### src/rtl/dac_pkg.sv
// Shared constants and pointer arithmetic for the beta-segment DWA stage.
package dac_pkg;

  localparam int unsigned N_ELEM = 18;
  localparam int unsigned PTR_W  = 5;

  // Wrapped pointer advance: 6-bit sum, then at most one subtract of N_ELEM.
  // The sum peaks at 17 + 18 = 35, so a single correction is always enough.
  function automatic logic [PTR_W-1:0] mod_add_18(input logic [PTR_W-1:0] ptr,
                                                  input logic [PTR_W-1:0] cnt);
    logic [PTR_W:0] sum;
    sum = {1'b0, ptr} + {1'b0, cnt};
    if (sum >= (PTR_W + 1)'(N_ELEM)) begin
      sum = sum - (PTR_W + 1)'(N_ELEM);
    end
    return sum[PTR_W-1:0];
  endfunction

endpackage

### src/rtl/therm2cnt_18.sv
// Popcount of the 18-bit thermometer word plus a well-formed-code flag.
module therm2cnt_18
  import dac_pkg::*;
(
  input  logic [N_ELEM-1:0] i_therm,
  output logic [PTR_W-1:0]  o_cnt,
  output logic              o_valid
);

  logic [PTR_W-1:0] w_cnt;
  logic [N_ELEM:0]  w_ideal;

  // Count ones; the result drives both the rotation width and the pointer step.
  always_comb begin
    w_cnt = '0;
    for (int i = 0; i < int'(N_ELEM); i++) begin
      w_cnt = w_cnt + PTR_W'(i_therm[i]);
    end
  end

  // A legal code is exactly cnt ones packed at the LSB end.
  always_comb begin
    w_ideal = ((N_ELEM + 1)'(1) << w_cnt) - (N_ELEM + 1)'(1);
  end

  assign o_cnt   = w_cnt;
  assign o_valid = ({1'b0, i_therm} == w_ideal);

endmodule

### src/rtl/dwa_rotator_18.sv
// Data-weighted-averaging rotator: turns the thermometer word into a rotated
// unit-element window so all 18 beta elements wear evenly.
module dwa_rotator_18
  import dac_pkg::*;
(
  input  logic              i_clk,
  input  logic              i_rst,
  input  logic              i_in_valid,
  input  logic [N_ELEM-1:0] i_therm_in,
  input  logic              i_dwa_en,
  output logic [N_ELEM-1:0] o_elem_sel,
  output logic              o_out_valid,
  output logic [PTR_W-1:0]  o_ptr,
  output logic              o_therm_err
);

  localparam int unsigned DblW = 2 * N_ELEM;

  logic [PTR_W-1:0]  w_cnt;
  logic              w_therm_ok;
  logic [DblW-1:0]   w_mask;
  logic [DblW-1:0]   w_shifted;
  logic [N_ELEM-1:0] w_rot_sel;

  logic [N_ELEM-1:0] r_elem_sel;
  logic              r_out_valid;
  logic [PTR_W-1:0]  r_ptr;
  logic              r_therm_err;

  therm2cnt_18 u_therm2cnt (
    .i_therm (i_therm_in),
    .o_cnt   (w_cnt),
    .o_valid (w_therm_ok)
  );

  // Window of cnt ones rebuilt from the count, so a bubbled code still lights
  // the right number of elements; shift into a double-width field and fold the
  // overflow back onto the low half to wrap bit 17 into bit 0.
  always_comb begin
    w_mask    = (DblW'(1) << w_cnt) - DblW'(1);
    w_shifted = w_mask << r_ptr;
    w_rot_sel = w_shifted[DblW-1:N_ELEM] | w_shifted[N_ELEM-1:0];
  end

  // Output and pointer registers; reset wins over an incoming sample.
  always_ff @(posedge i_clk) begin
    if (i_rst) begin
      r_elem_sel  <= '0;
      r_out_valid <= 1'b0;
      r_ptr       <= '0;
      r_therm_err <= 1'b0;
    end else if (i_in_valid) begin
      r_out_valid <= 1'b1;
      r_therm_err <= ~w_therm_ok;
      if (i_dwa_en) begin
        r_elem_sel <= w_rot_sel;
        r_ptr      <= mod_add_18(r_ptr, w_cnt);
      end else begin
        r_elem_sel <= i_therm_in;
      end
    end else begin
      r_out_valid <= 1'b0;
      r_therm_err <= 1'b0;
    end
  end

  // Pointer must stay inside the element range.
  always_ff @(posedge i_clk) begin
    if (!i_rst) begin
      assert (r_ptr < PTR_W'(N_ELEM))
        else $error("dwa_rotator_18: ptr out of range %0d", r_ptr);
    end
  end

  assign o_elem_sel  = r_elem_sel;
  assign o_out_valid = r_out_valid;
  assign o_ptr       = r_ptr;
  assign o_therm_err = r_therm_err;

endmodule

### config.mk
export PLATFORM = sky130hd
export DESIGN_NAME = dwa_rotator_18
export DESIGN_NICKNAME = d
export VERILOG_FILES = /design/src/rtl/dac_pkg.sv /design/src/rtl/therm2cnt_18.sv /design/src/rtl/dwa_rotator_18.sv
export SDC_FILE = /design/constraint.sdc
export NUM_CORES = 1
export LEC_CHECK = 0
export CAP_MARGIN = 20
export CORE_MARGIN = 3
export CORE_UTILIZATION = 40
export CTS_CLUSTER_SIZE = 28
export DETAILED_ROUTE_END_ITERATION = 8
export GPL_TIMING_DRIVEN = 0
export REMOVE_ABC_BUFFERS = 1
export SLEW_MARGIN = 30
export SYNTH_ARGS = -nofsm -noshare
export SYNTH_HDL_FRONTEND = slang
export SYNTH_SLANG_ARGS = --single-unit
### constraint.sdc
create_clock -name i_clk -period 24.5 [get_ports i_clk]
set_input_delay 7.35 -clock i_clk [delete_from_list [all_inputs] [get_ports i_clk]]
set_output_delay 7.35 -clock i_clk [all_outputs]
set_load 0.1 [all_outputs]
==> metrics, run 1 <==
Setup crit start kind primary input; CTS tree built; placed insts 936; Non-Filler Instances 940; Initial Utilization 41.00%; number of synthesized flops with an enable pin 0; Final #Nets 812; grt met1 use 46.13%; Worst Skew 0.005025 ns; post-synthesis sequential area ratio 9.181%; unrepaired setup endpoints after global routing false; critical path type in2reg; worst skew pair latency 0.27 ns; Die ar. 15070 um2; Async S/R FF share, synth 0%; vias in the first global route 6054; Starting DRT DRC Count 914; hold depth 2; Worst-Margin Slew 1.002 ns; ANT nets after route 0; fin crit share 65.65%; Critical Path Sink Type flip-flop; min Tclk post-route 16.08 ns; Hold Violations, Final 0; Worst EP required 24.70 ns; post-synthesis mux area share 4.567%; Slew headroom 32.24%; Post-route DRC 0; Num CTS Buffers 3; Via Count 6614; share of layout cells above drive strength 1 8.770%; Simple-Gate Fraction of Synth Area 23.75%; #FFs+latches synth 25; Die Ht 122.7 um; HP Class reg2reg; first-pass GRT wire length 38130 um; M3 GR Usage 3.088%; clock buffer depth 2; n_diodes 0; Setup Buffers After CTS 0; H-tree Lvls 1; global placement routability congestion 0.9915; Via-to-Cell Ratio 7.036; Detailed Place HPWL 19700 um; maxcap violations 0; post-synth cell types 99; R2R cell count 7; Final Max Slew Viols 0; Root Driver clkbuf_16; clk sinks 25; met2 usage 53.43%; Post-CTS Hold Fix Bufs 0; CTS clk-pin slew, worst paths 0.07 ns; post-layout util 45.62%; core footprint 13300 um2; final setup vio count 0; Mapped Area 5451 um2; Total Wirelength 25420 um; Avg Synthesized Cell Area 7.071 um2; Synth Area in Compound Gates 41.34%; Overall Global Routing Usage 33.27%; input/output buffers 46; outcome complete, no violations; Worst EP arrival 16.28 ns; Max Clk Rate 62.17 MHz; largest family of logic cells by synthesized area compound AO/OA/AOI/OAI gates; Cell Area, Placed 5983 um2; Post-Route Setup TNS 0 ns; DRT Pass-1 Iters 6; Adder-Cell Fraction of Synth Area 7.528%; largest net degree at the start of global routing 36; Synth Area in XOR/XNOR 4.820%; IO Pins 47; gr ovfl total 0; initial antenna violation count 0; Post-CTS Resized 0; Cells after Synth 771; die width 122.7 um; row count 42; Critical Path Fanout Max 31; grt peak-use layer met2; Yosys warning count 0; ys flop type dfxtp_1; Routed wire per std cell 27.04 um; Area Overhead vs Synth 11.27%; design area 6066 um2
-- cells in the final DEF (no fill, tap or decap), drive strengths merged, types with 6 or more instances in the layout --
| cell type | instances |
|---|---|
| o21ai | 41 |
| or2 | 7 |
| xor2 | 7 |
| nor2b | 7 |
| o221ai | 14 |
| o22ai | 14 |
| and3 | 7 |
| nor2 | 83 |
| nand3 | 17 |
| a31oi | 16 |
| nor4 | 7 |
| inv | 52 |
| and2 | 8 |
| nor3 | 32 |
| nand2b | 13 |
| ha | 12 |
| xnor2 | 20 |
| a311oi | 12 |
| mux2i | 8 |
| clkdlybuf4s50 | 44 |
| a22oi | 7 |
| nand4 | 6 |
| nand2 | 63 |
| a2111oi | 7 |
| mux2 | 7 |
| fa | 13 |
| dfxtp | 25 |
| a221oi | 7 |
| a31o | 6 |
| a211oi | 25 |
| buf | 6 |
| o211ai | 14 |
| o31ai | 13 |
| a21oi | 41 |
-- state kept, by name, indices dropped and copies added, names as in the netlist --
| signal | count |
|---|---|
| o_out_valid | 1 |
| o_therm_err | 1 |
| o_elem_sel | 18 |
| o_ptr | 5 |
-- per-stage QoR --
| stage | setup slack, ns | hold WS (ns) |
|---|---|---|
| 6_report | 8.416 | 0.4966 |
| 5_1_grt | 7.959 | 0.5276 |
| 4_1_cts | 8.529 | 0.5071 |
| 3_5_place_dp | 8.291 | 0.4976 |
| 3_3_place_gp | 7.721 | 0.4773 |
| 2_1_floorplan | 10.28 | 0.9149 |
-- cells in the mapped netlist (all sizes together), types with 8 or more instances --
master | number | area (um2)
o21ai | 41 | 209.0
nand3 | 17 | 85.08
ha | 12 | 150.1
nand2b | 13 | 81.33
o31ai | 13 | 102.6
nor3 | 32 | 165.2
and2 | 8 | 50.05
mux2i | 8 | 80.08
fa | 13 | 260.3
a21oi | 41 | 205.2
o221ai | 14 | 122.6
dfxtp | 25 | 500.5
nand2 | 63 | 236.5
xnor2 | 20 | 193.9
clkbuf | 35 | 131.4
a31oi | 16 | 121.4
inv | 52 | 197.7
buf | 26 | 143.9
o211ai | 14 | 105.1
a211oi | 25 | 197.7
a311oi | 12 | 111.4
nor2 | 83 | 311.6
o22ai | 14 | 101.4
-- layout make-up --
type | count | area [um2]
fill | 1372 | 7229
clock inverter | 1 | 7.507
sequential | 25 | 505.5
clock buffer | 3 | 75.07
timing repair buffer | 50 | 560.5
tap | 176 | 220.2
multi-input combinational | 631 | 4491
inverter | 54 | 206.4
-- logic make-up (layout without fill, tap and decap cells) --
family,count (synthesis),in the layout
adders and majority gates,25,25
DFF,25,25
xor gates and xnor gates,27,27
and+or+nand+nor,267,267
buffers and inverters,115,108
muxes,19,19
AOI/OAI and AO/OA,293,293
-- worst max-delay path: stages --
cell and delay, ns:
clkdlybuf4s50_1 0.55, ha_1 0.34, inv_1 0.04, fa_1 0.48, inv_1 0.06, fa_1 0.47, fa_1 0.52, inv_1 0.05
fa_1 0.44, fa_1 0.44, fa_2 1.01, nand2_1 0.41, nor2_1 0.51, inv_1 0.18, ha_1 0.54, xnor2_1 0.29
nor3_1 0.53, a21oi_1 0.14, a22oi_1 0.60, o221ai_1 0.47, a221oi_1 0.41, a221oi_1 0.20, o22ai_1 0.20
-- path summary, 6_finish.rpt --
path / startpoint / to / slack (ns)
hold / removal: o_elem_sel[0] / o_elem_sel[0] / 0.50
setup reg to reg: o_ptr[1] / o_elem_sel[17] / 21.02
setup / recovery: i_therm_in[1] / o_elem_sel[2] / 8.42
hold reg to reg: o_elem_sel[0] / o_elem_sel[0] / 0.50
-- routing by layer --
layer | vias to the layer above | wire [um]
li1 | 2943 | -
met1 | 3195 | 10640
met2 | 413 | 11540
met3 | 63 | 2222
met4 | 0 | 1020
met5 | - | 0
Power of run 1 is not shown: default switching activity piles up to over one toggle a cycle in this logic, so the estimate is an artifact.
==> run 2: changes to the inputs <==
Clock period 24.5 ns to 14.7 ns, I/O delays scaled along.
==> results of run 2 <==
The final DEF is identical to that of run 1. Status: complete, no violations.
Among the figures that moved: setup slack after placement 8.291 ns -> 1.431 ns; setup slack after layout 8.416 ns -> 1.556 ns; register-to-register setup slack 21.02 ns -> 11.22 ns
Power of run 2 is left out for the same reason.
